$ cat config.mk
export PLATFORM = sky130hd
export DESIGN_NAME = muxp_rr_flat
export DESIGN_NICKNAME = d
export VERILOG_FILES = /design/src/rtl/muxp_rr_if.sv /design/src/rtl/muxp_rr.sv /design/src/flat_wrapper.sv
export SDC_FILE = /design/constraint.sdc
export NUM_CORES = 1
export LEC_CHECK = 0
export ABC_AREA = 1
export BUFFER_PORTS_ARGS = -buffer_cell sky130_fd_sc_hd__buf_2
export CAP_MARGIN = 20
export CORE_MARGIN = 2
export CORE_UTILIZATION = 50
export CTS_CLUSTER_SIZE = 24
export DETAILED_ROUTE_END_ITERATION = 8
export PLACE_DENSITY = 0.83
export RECOVER_POWER = 100
export SLEW_MARGIN = 0
export SYNTH_ARGS = -nofsm -noshare
export SYNTH_HDL_FRONTEND = slang
export SYNTH_SLANG_ARGS = --single-unit
$ cat constraint.sdc
create_clock -name clk -period 3.4 [get_ports clk]
set_input_delay 0.68 -clock clk [delete_from_list [all_inputs] [get_ports clk]]
set_output_delay 0.68 -clock clk [all_outputs]
set_load 0.1 [all_outputs]
$ cat src/rtl/muxp_rr_if.sv
// -----------------------------------------------------------------------------
// muxp_rr_if : handshake and data bundle for the muxp_rr operand selector.
//
// Signals (all named from the point of view of the selector):
//   mode    : 0 = direct (sel picks the channel), 1 = round-robin
//   sel     : channel index for direct mode
//   din     : N flattened W-bit channel words; channel k is din[k*W +: W]
//   vin     : per-channel valid
//   ack     : one-hot pop strobe back to the channel being captured
//   sal     : registered output word
//   sal_ch  : index of the channel that produced sal
//   sal_v   : sal holds a valid word
//   sal_rdy : downstream accepts sal this cycle
//
// Modports:
//   slave  : the selector itself
//   master : the environment that drives the sources and the sink
// -----------------------------------------------------------------------------
interface muxp_rr_if #(
   parameter int unsigned W    = 5,
   parameter int unsigned N    = 4,
   parameter int unsigned SELW = 2
);
   logic              mode;
   logic [SELW-1:0]   sel;
   logic [N*W-1:0]    din;
   logic [N-1:0]      vin;
   logic [N-1:0]      ack;
   logic [W-1:0]      sal;
   logic [SELW-1:0]   sal_ch;
   logic              sal_v;
   logic              sal_rdy;

   modport slave (
      input  mode, sel, din, vin, sal_rdy,
      output ack, sal, sal_ch, sal_v
   );

   modport master (
      output mode, sel, din, vin, sal_rdy,
      input  ack, sal, sal_ch, sal_v
   );
endinterface

$ cat src/rtl/muxp_rr.sv
// -----------------------------------------------------------------------------
// muxp_rr : registered N:1 operand selector with direct and round-robin modes.
//
// Picks one of N W-bit source channels into a single output register. In
// direct mode the external sel chooses the channel; in round-robin mode a
// rotating pointer scans from ptr upward (modulo N) for the first valid
// channel. Both sides use valid/ready; a word can be drained and a new one
// captured on the same edge, so throughput is one word per clock.
//
// Ports:
//   clk      : rising-edge clock
//   rst_n    : synchronous active-low reset
//   bus      : muxp_rr_if.slave (mode, sel, din, vin, ack, sal, sal_ch,
//              sal_v, sal_rdy)
//   xfer_cnt : [15:0] saturating count of completed output transfers
//              (present only when MUXP_RR_XFER_CNT_EN is defined)
//
// Optional feature macro: MUXP_RR_XFER_CNT_EN
// -----------------------------------------------------------------------------
module muxp_rr #(
   parameter int unsigned W    = 5,
   parameter int unsigned N    = 4,
   parameter int unsigned SELW = 2
) (
   input  logic         clk,
   input  logic         rst_n,
   muxp_rr_if.slave     bus
`ifdef MUXP_RR_XFER_CNT_EN
   ,
   output logic [15:0]  xfer_cnt
`endif
);

   localparam int unsigned NP = 2 ** SELW;

   logic [SELW-1:0] ptr_q, ptr_d;
   logic [W-1:0]    sal_q, sal_d;
   logic [SELW-1:0] sal_ch_q, sal_ch_d;
   logic            sal_v_q, sal_v_d;

   logic [NP-1:0]   vin_pad;
   logic [SELW-1:0] rr_idx;
   logic            rr_found;
   logic [SELW-1:0] grant_idx;
   logic            grant_valid;
   logic [W-1:0]    grant_data;
   logic            load;
   logic [N-1:0]    ack;

   // Round-robin scan: first valid channel at or after ptr, wrapping modulo N.
   always_comb begin : rr_scan
      int unsigned c;
      // NOTE: every variable gets a default before any conditional assignment,
      // otherwise synthesis infers a latch to hold the old value.
      rr_found = 1'b0;
      rr_idx   = '0;
      c        = 0;
      for (int unsigned i = 0; i < N; i++) begin
         c = int'(ptr_q) + i;
         if (c >= N) c = c - N;
         if (!rr_found && bus.vin[c]) begin
            rr_found = 1'b1;
            rr_idx   = SELW'(c);
         end
      end
   end

   // Grant selection and output-register next state.
   always_comb begin
      // Zero-extending vin to 2**SELW entries makes any sel >= N read a 0.
      vin_pad         = '0;
      vin_pad[N-1:0]  = bus.vin;

      if (bus.mode) begin
         grant_idx   = rr_idx;
         grant_valid = rr_found;
      end else begin
         grant_idx   = bus.sel;
         grant_valid = vin_pad[bus.sel];
      end

      grant_data = '0;
      for (int unsigned k = 0; k < N; k++) begin
         if (grant_idx == SELW'(k)) grant_data = bus.din[k*W +: W];
      end

      // rst_n gates load so ack is silent while reset is held.
      load = rst_n & (~sal_v_q | bus.sal_rdy) & grant_valid;

      ack = '0;
      for (int unsigned k = 0; k < N; k++) begin
         ack[k] = load & (grant_idx == SELW'(k));
      end

      sal_d    = sal_q;
      sal_ch_d = sal_ch_q;
      sal_v_d  = sal_v_q;
      ptr_d    = ptr_q;

      if (load) begin
         sal_d    = grant_data;
         sal_ch_d = grant_idx;
         sal_v_d  = 1'b1;
         if (bus.mode) begin
            ptr_d = (grant_idx == SELW'(N - 1)) ? '0 : grant_idx + 1'b1;
         end
      end else if (bus.sal_rdy) begin
         // Drain without refill: data and channel keep their last value.
         sal_v_d = 1'b0;
      end
   end

   // NOTE: sequential state uses non-blocking assignments so every register
   // samples its _d value from before the edge, regardless of statement order.
   always_ff @(posedge clk) begin
      if (!rst_n) begin
         ptr_q    <= '0;
         sal_q    <= '0;
         sal_ch_q <= '0;
         sal_v_q  <= 1'b0;
      end else begin
         ptr_q    <= ptr_d;
         sal_q    <= sal_d;
         sal_ch_q <= sal_ch_d;
         sal_v_q  <= sal_v_d;
      end
   end

   assign bus.ack    = ack;
   assign bus.sal    = sal_q;
   assign bus.sal_ch = sal_ch_q;
   assign bus.sal_v  = sal_v_q;

`ifdef MUXP_RR_XFER_CNT_EN
   logic [15:0] xfer_cnt_q, xfer_cnt_d;

   always_comb begin
      xfer_cnt_d = xfer_cnt_q;
      if (sal_v_q && bus.sal_rdy && (xfer_cnt_q != 16'hFFFF)) begin
         xfer_cnt_d = xfer_cnt_q + 16'd1;
      end
   end

   always_ff @(posedge clk) begin
      if (!rst_n) xfer_cnt_q <= '0;
      else        xfer_cnt_q <= xfer_cnt_d;
   end

   assign xfer_cnt = xfer_cnt_q;
`endif

endmodule

$ cat src/flat_wrapper.sv
// flat-port wrapper written by rule: the top's interface ports become plain ports
module muxp_rr_flat 
#(
   parameter int unsigned W    = 5,
   parameter int unsigned N    = 4,
   parameter int unsigned SELW = 2
)
  (clk, rst_n, bus_mode, bus_sel, bus_din, bus_vin, bus_sal_rdy, bus_ack, bus_sal, bus_sal_ch, bus_sal_v);
  muxp_rr_if #(.W(W), .N(N), .SELW(SELW)) bus_i ();
  input  logic clk;
  input  logic rst_n;
  input wire logic [$bits(bus_i.mode)-1:0] bus_mode;
  input wire logic [$bits(bus_i.sel)-1:0] bus_sel;
  input wire logic [$bits(bus_i.din)-1:0] bus_din;
  input wire logic [$bits(bus_i.vin)-1:0] bus_vin;
  input wire logic [$bits(bus_i.sal_rdy)-1:0] bus_sal_rdy;
  output wire logic [$bits(bus_i.ack)-1:0] bus_ack;
  output wire logic [$bits(bus_i.sal)-1:0] bus_sal;
  output wire logic [$bits(bus_i.sal_ch)-1:0] bus_sal_ch;
  output wire logic [$bits(bus_i.sal_v)-1:0] bus_sal_v;
  assign bus_i.mode = bus_mode;
  assign bus_i.sel = bus_sel;
  assign bus_i.din = bus_din;
  assign bus_i.vin = bus_vin;
  assign bus_i.sal_rdy = bus_sal_rdy;
  assign bus_ack = bus_i.ack;
  assign bus_sal = bus_i.sal;
  assign bus_sal_ch = bus_i.sal_ch;
  assign bus_sal_v = bus_i.sal_v;
  muxp_rr #(.W(W), .N(N), .SELW(SELW)) u_core (.clk(clk), .rst_n(rst_n), .bus(bus_i));
endmodule
== After elaboration in Yosys (flattened, before gate mapping) ==
Index checks and enable logic that the tools add are counted.
Storage, ports and cells
  memories: 0
  memory bits (writable): 0
  memory bits (read-only): 0
  logic and storage cells: 72
  input bits: 30
  register bits: 10
  bits in latches: 0
Cells by class
  bitwise logic cells: 8
  multiplexer cells: 31
  div/mod/pow operators: 0
  $lt $le $gt $ge: 9
  reduce and logical (&&, ||, !) cells: 9
  shift operators: 0
  equality and inequality tests: 3
  $mul: 0
  add/subtract/negate cells: 8
Operators with widths (count)
  $lt A32 B3 Y1 const B: 4
  $mux W32: 4
  $ge A32 B3 Y1 const B: 3
  $sub A32 B3 Y32 const B: 3
  $mux W5: 4
  $mux W1: 12
  $mux W2: 6
  $bmux W1 S2: 5
  $add A2 B2 Y3 const B: 2
  $and A1 B1 Y1: 6
  $eq A2 B2 Y1 const B: 2
  $sub A2 B3 Y4 const B: 1
  $add A2 B1 Y3 const B: 1
  $ge A2 B3 Y1 const B: 1
  $logic_and A1 B1 Y1: 3
  $logic_not A1 Y1: 3
  $lt A2 B3 Y1 const B: 1
  $add A2 B1 Y2 const B: 1
  $eq A2 B1 Y1 const B: 1
  $logic_not A2 Y1: 1
  $reduce_and A2 Y1: 1
  $reduce_bool A2 Y1: 1
  $not A1 Y1: 1
  $or A1 B1 Y1: 1

== Depth between registers and ports, before layout ==
Gate-level depths: netlist (run 1).
  word-level depth: 20
  gate-level depth with buffers: 22
  gate-level depth less buffers: 21

== Least setup slack after synthesis (run 1) ==
No wires, ideal clock.
  kind: input port to output port
  start: in bus_vin[1]
  end: out bus_ack[3]
  data arrival time: 3.177 ns
  path buffers: 1
  stages: 14
  required time: 2.720 ns
  setup slack: -0.457 ns
  cell sequence: inv_1 nand2_1 nand2_1 o21ai_1 inv_2 nand2_4 nor2_1 nor2_1 nand2_1 inv_2 ha_1 clkbuf_1 inv_1 nor2_1
On the way
  cells in the longest elaborated chain, start to end: 15
  elaborated cells between the ends (all ways): 29
  those cells by class: eq/ne: 1; mux: 20; bitwise: 2; reduce/logical: 6
RTL lines
  from (decl): RTL line flat_wrapper.sv:15  | input wire logic [$bits(bus_i.vin)-1:0] bus_vin;
  $bmux W1 S2: RTL line muxp_rr.sv:61  | if (!rr_found && bus.vin[c]) begin
  $mux W1 (implied by the code): RTL line muxp_rr.sv:61
  $mux W1: RTL line muxp_rr.sv:61
  $logic_not A1 Y1: RTL line muxp_rr.sv:61
  $logic_and A1 B1 Y1: RTL line muxp_rr.sv:61
  $mux W1: RTL line muxp_rr.sv:61
  $logic_not A1 Y1: RTL line muxp_rr.sv:61
  $logic_and A1 B1 Y1: RTL line muxp_rr.sv:61
  $mux W1: RTL line muxp_rr.sv:61
  $logic_not A1 Y1: RTL line muxp_rr.sv:61
  $logic_and A1 B1 Y1: RTL line muxp_rr.sv:61
  $mux W2 (*): RTL line muxp_rr.sv:61
  $mux W2 (*): RTL line muxp_rr.sv:74  | if (bus.mode) begin
  net u_core.grant_idx[0]: RTL line muxp_rr.sv:44  | logic [SELW-1:0] grant_idx;
  $eq A2 B2 Y1 (*): RTL line muxp_rr.sv:92  | ack[k] = load & (grant_idx == SELW'(k));
  $and A1 B1 Y1 (*): RTL line muxp_rr.sv:92
  to (decl): RTL line flat_wrapper.sv:17  | output wire logic [$bits(bus_i.ack)-1:0] bus_ack;
Mark *: on every way through the listed nets, which the timed path passes. The rest lies on a longest branch. The select of a mux whose other input is x is not followed.

== Worst setup path after layout (run 1) ==
Same ends and word-level chain as after synthesis.

==> metrics, run 1 <==
outcome=complete, no violations; pwr dens=519 nW/um^2; kind of cell adding the most delay to the critical path=simple AND/OR/NAND/NOR gates; vias=1232; reg2reg start=u_core.ptr_q[0]$_SDFFE_PN0P_; initial antenna violation count=0; post-layout minimum cycle time=3150 ps; Wirelength per Cell=10.8 microns; io pins=42; multiplexer share of the synthesized area=0%; Synth Area in Adders=4.88%; synthesized area per cell=5.79 sq um; Max VDD drop=358 uV; final wirelength=2640 microns; Final GP Congestion=0.941; Initial DRT Pass Iterations=4; largest net degree at the start of global routing=14; Synth Cell Area=1020 sq um; worst-skew pair later-pin latency=270 ps; Synth Area in Simple Gates=51.8%; die area=2430 sq um; first-pass GRT wire length=4530 microns; min-delay src=u_core.bus.sal[0]$_SDFFE_PN0N_; Worst path depth=15; Final Hold Fails=0; leakage=0.739 nW; Initial Util=52.8%; r2r endpoint=u_core.bus.sal[4]$_SDFFE_PN0N_; Req. time, crit path=2720 ps; ANT nets after route=0; post-CTS setup repair buffer count=0; vias in the first global route=1109; Clock Root Buffer=clkbuf_4; worst path bufs/invs=6; CTS Buf Count=3; Endpoint, Worst Hold=u_core.bus.sal[0]$_SDFFE_PN0N_; worst slack at placement=217 ps; Nets=253; slew margin rel.=22.5%; hpwl dp=2120 microns; Final Cell Area=1310 sq um; total negative slack=0 ps; R2R cell count=19; dominant cell type by area after synthesis=nand2_1; Vias/cell=5.03; diode count=0; clock sink count=10; XOR/XNOR Fraction of Synth Area=0%; GRT Total Usage=23.4%; critical path class=in2out; worst-path maximum fanout=11; Hold Path Stages=2; Top cell by count, worst path=nand2_1; Iteration-0 DRC Markers=45; Area Growth Syn to Fin=28.2%; Synth Warn #=0; commonest non-fill, non-tap cells in the layout=nand2_1, buf_2, inv_1, nand3_1, o21ai_0; CTS tree=done; Mapped Cells=177; Critical Path, Cell by Cell=buf_2, inv_1, nand2_1, nand2_1, o21ai_1, inv_2, nand2_4, nor2_1, nor2_1, nand2_1, inv_2, ha_1, inv_1, nor2_2, buf_12; CTS Buffer Depth=2; Post-Syn Nets=211; combinational family with the most area after synthesis=simple AND/OR/NAND/NOR gates; startpoint types=input pin; Synth top area share=25.3%; skew final=5.85 ps; H-tree levels=1; Die Y-Extent=49.3 microns; max incr delay on CP=320 ps; MaxCap Viol Count=0; Buffers on Ports=41; Worst Hold Class=reg2reg; FP Rows=16; Final period util=92.8%; final setup vio count=0; Die X=49.3 microns; compound-cell area share of the yosys netlist=11.8%; GRT overflow=0; Clock transition at path regs=60 ps; commonest non-fill, non-tap cell in the layout=nand2_1; DP Area=1300 sq um; DRC=0; max-slew violation count=0; fillers=178; Crit. End Element=output port; final setup margin=246 ps; Worst Tran Pin Value=1170 ps; main area contributors after synthesis=nand2_1, dfxtp_1, nand3_1; share of cells above drive strength 1=29.8%; total power=682 uW; FMAX=317 MHz; FF+latch count, synth=10; RSZ-0062 raised after global routing=no; synth unique cells=19; r2r setup slk=780 ps; post-synthesis sequential area ratio=19.5%; CP arrival=2470 ps; Core Region=1940 sq um; CP max stage cell=ha_1
stage by stage:
| stage | hold WS [ps] | utilization, % | instances |
|---|---|---|---|
| after floorplan | 601 | - | 177 |
| after global placement | 452 | 67.1 | 241 |
| after detailed placement | 457 | 67.1 | 241 |
| after CTS | 466 | 68.9 | 245 |
| after global routing | 500 | 67.7 | 245 |
| final | 463 | 67.7 | 245 |
report_power, final:
group	switching (mW)	total, mW	leakage (nW)	internal [mW]
sequential	0.0155	0.153	0.0830	0.138
clock	0.0428	0.108	0.0210	0.0650
combinational	0.320	0.421	0.635	0.101
total	0.378	0.682	0.739	0.304
logic make-up after synthesis:
| kind of cell | after synthesis |
|---|---|
| fa+ha+maj | 4 |
| compound gates | 22 |
| simple gates | 114 |
| buf+inv | 27 |
| flops | 10 |
registers in the layout (all words and copies together), names as in the netlist:
signal	count
u_core.ptr_q	2
u_core.bus.sal_ch	2
u_core.bus.sal	5
u_core.bus.sal_v	1
how the worst max path moves through the flow:
stage / from / end / slack [ps]
2_1_floorplan: bus_vin[1] / bus_ack[3] / -10
3_5_place_dp: bus_vin[1] / bus_ack[1] / 220
6_report: bus_vin[1] / bus_ack[3] / 250
4_1_cts: u_core.ptr_q[0]$_SDFFE_PN0P_ / bus_ack[1] / 150
5_1_grt: bus_vin[0] / bus_ack[3] / 0.5
3_3_place_gp: bus_vin[3] / bus_ack[1] / 280
per-layer routing:
layer	vias up	share of wire, %	track usage [%]	wire length [microns]
met5	-	0	0	0
met4	0	0.45	4.76	12
met3	2	7.2	6.44	191
met2	50	47	39.4	1250
met1	548	45	29.5	1190
li1	632	-	-	-
synthesized netlist by cell type:
master    number
nor2_1        14
o21ai_4        1
buf_6          2
buf_2          1
nand3_1       16
dfxtp_1       10
clkbuf_1       1
ha_1           4
a21oi_1        7
inv_1         17
o21ai_0       13
inv_2          5
nor2_8         1
nand2_2        7
nand3_2        3
o21ai_1        1
nand2_1       69
nand2_4        4
inv_6          1
area by class of cell:
cell class | count | area [sq um] | area share (%)
timing repair buffer | 41 | 234 | 17.8
tap | 27 | 33.8 | 2.57
multi-input combinational | 140 | 717 | 54.6
sequential | 10 | 201 | 15.3
clock buffer | 4 | 36.3 | 2.76
inverter | 23 | 91.3 | 6.95
worst min-delay path, stage by stage, from the launching register on:
cell	delay, ps
dfxtp_1	310
nand3_1	70
nand2_1	40
what timing repair did:
item	4_1_cts	5_1_grt
gates resized for setup	0	3
endpoints found under the setup margin	0	3
hold buffers	0	0
(Power assumes the default switching activity.)
==> run 2: changes to the inputs <==
--- a/config.mk
+++ b/config.mk
@@ -5,11 +5,10 @@
 export SDC_FILE = /design/constraint.sdc
 export NUM_CORES = 1
 export LEC_CHECK = 0
-export ABC_AREA = 1
 export BUFFER_PORTS_ARGS = -buffer_cell sky130_fd_sc_hd__buf_2
 export CAP_MARGIN = 20
 export CORE_MARGIN = 2
-export CORE_UTILIZATION = 50
+export CORE_UTILIZATION = 48
 export CTS_CLUSTER_SIZE = 24
 export DETAILED_ROUTE_END_ITERATION = 8
 export PLACE_DENSITY = 0.83
==> metrics, run 2 <==
synthesized area per cell=8.11 sq um; Initial Util=49.9%; RSZ-0062 raised after global routing=no; skew final=2.56 ps; FP Rows=15; CTS Hold Bufs=0; ANT nets after route=0; die area=2110 sq um; most instantiated cells after synthesis=a21oi_1, inv_1, dfxtp_1, a221oi_1, nand2_1; FMAX=315 MHz; post-CTS resize count=0; vias in the first global route=746; H-tree levels=1; commonest non-fill, non-tap cell in the layout=buf_2; FF+latch count, synth=10; diode count=0; io pins=42; Vias/cell=5.70; Req. time, crit path=2720 ps; clock sink count=10; Hold Path Stages=2; Crit. End Element=output port; startpoint types=input pin; CP arrival=2490 ps; main area contributors after synthesis=dfxtp_1, a221oi_1, a21oi_1; total negative slack=0 ps; dominant cell type by area after synthesis=dfxtp_1; outcome=complete, no violations; Die Y-Extent=45.9 microns; reg2reg start=u_core.ptr_q[0]$_SDFFE_PN0P_; Core Region=1690 sq um; fillers=137; Synth Cell Area=843 sq um; synth unique cells=33; Clock transition at path regs=70 ps; worst-skew pair later-pin latency=260 ps; number of flops mapped to enable cells by yosys=0; max reg flops=5; Endpoint, Worst Hold=u_core.bus.sal[0]$_SDFFE_PN0N_; total power=507 uW; Synth Warn #=0; DRC=0; Clock Root Buffer=clkbuf_4; area occupied by registers=200 sq um; worst-path maximum fanout=11; post-CTS setup repair buffer count=0; CTS tree=done; GRT overflow=0; MaxCap Viol Count=0; ys async rst share=0%; final wirelength=2200 microns; Synth top area share=23.7%; vias=934; worst slack at placement=267 ps; Die X=45.9 microns; post-synthesis sequential area ratio=23.7%; Post-Syn Nets=138; Final Hold Fails=0; Wirelength per Cell=13.4 microns; commonest non-fill, non-tap cells in the layout=buf_2, a21oi_1, inv_1, dfxtp_1, clkbuf_1; dominant synthesized flop cell=dfxtp_1; r2r endpoint=u_core.bus.sal[4]$_SDFFE_PN0N_; footprint of the multi-input gates=561 sq um; Worst Tran Pin Value=1170 ps; Area Growth Syn to Fin=33.8%; final setup vio count=0; pwr dens=449 nW/um^2; Mapped Cells=104; Final period util=93.3%; first-pass GRT wire length=3220 microns; Final GP Congestion=0.798; post-layout minimum cycle time=3170 ps; Worst Hold Class=reg2reg; CTS Buffer Depth=2; CTS Buf Count=3; largest net degree at the start of global routing=13; Max VDD drop=345 uV; final setup margin=228 ps; R2R cell count=9; r2r setup slk=970 ps; leakage=0.503 nW; initial antenna violation count=0; critical path class=in2out; share of cells above drive strength 1=28.6%; min-delay src=u_core.bus.sal[0]$_SDFFE_PN0N_; Nets=182; max-slew violation count=0; Buffers on Ports=41; GRT Total Usage=21.1%; hpwl dp=1750 microns; Initial DRT Pass Iterations=4; Iteration-0 DRC Markers=15; slew margin rel.=22.2%; most frequent cell after synthesis=a21oi_1
==> run 2: cell types whose count changed after synthesis, moves of 6 or more <==
cell / before / now
nor2_1: 14 / 4
mux2i_1: 0 / 6
nand3_1: 16 / 1
inv_1: 17 / 11
a221oi_1: 0 / 8
o21ai_0: 13 / 2
a21oi_1: 7 / 13
nand2_1: 69 / 8
nand3b_1: 0 / 6
nand2_2: 7 / 0
==> run 2: final cells by class <==
cell class | instances | share of cell area (%)
clock buffers | 4 | 3.22
inverters | 11 | 3.66
multi-input cells | 79 | 49.7
flip-flops and latches | 10 | 17.7
well taps | 17 | 1.88
repair buffers | 43 | 23.8
==> run 2: power breakdown <==
part	switching [mW]	internal, mW
combinational	0.186	0.0718
clock	0.0424	0.0650
sequential	0.00979	0.132
total	0.238	0.269
==> run 2: worst max-delay path by stage <==
stage	startpoint	end	slack, ps	cells after the start
2_1_floorplan	bus_vin[2]	bus_ack[2]	7	5
3_3_place_gp	bus_vin[2]	bus_ack[1]	400	8
3_5_place_dp	bus_vin[1]	bus_ack[1]	270	8
4_1_cts	bus_vin[1]	bus_ack[1]	250	8
5_1_grt	bus_vin[1]	bus_ack[1]	100	8
6_report	bus_vin[1]	bus_ack[1]	230	8
==> run 2: critical path: stages <==
cell	delay, ps
buf_2	120
inv_1	80
a221oi_1	340
o32a_1	300
a31o_2	210
ha_1	320
and2_0	240
buf_12	190
==> run 2: metrics by stage <==
stage                     cell area, sq um  hold WS, ps  instances  util [%]
after floorplan                        843          510        104         -
after global placement                1130          442        160      66.9
after detailed placement              1130          452        160      66.9
after CTS                             1170          462        164      69.0
after global routing                  1130          483        164      66.8
final                                 1130          461        164      66.8
==> run 2: cell families after synthesis <==
family | Yosys count | synth area share, %
multiplexers | 8 | 12.5
buffers and inverters | 15 | 6.68
AND/OR/NAND/NOR | 34 | 24.6
AO/OA/AOI/OAI | 33 | 26.6
adder cells (fa/ha/maj) | 4 | 5.93
flip-flops | 10 | 23.7
==> run 2: layer usage <==
| metal | up-vias | GRT usage (%) | share of wire (%) |
|---|---|---|---|
| met5 | - | 0 | 0 |
| met4 | 0 | 7.43 | 0.46 |
| met3 | 2 | 7.54 | 7.3 |
| met2 | 41 | 36.7 | 49 |
| met1 | 415 | 23.4 | 44 |
| li1 | 476 | - | - |
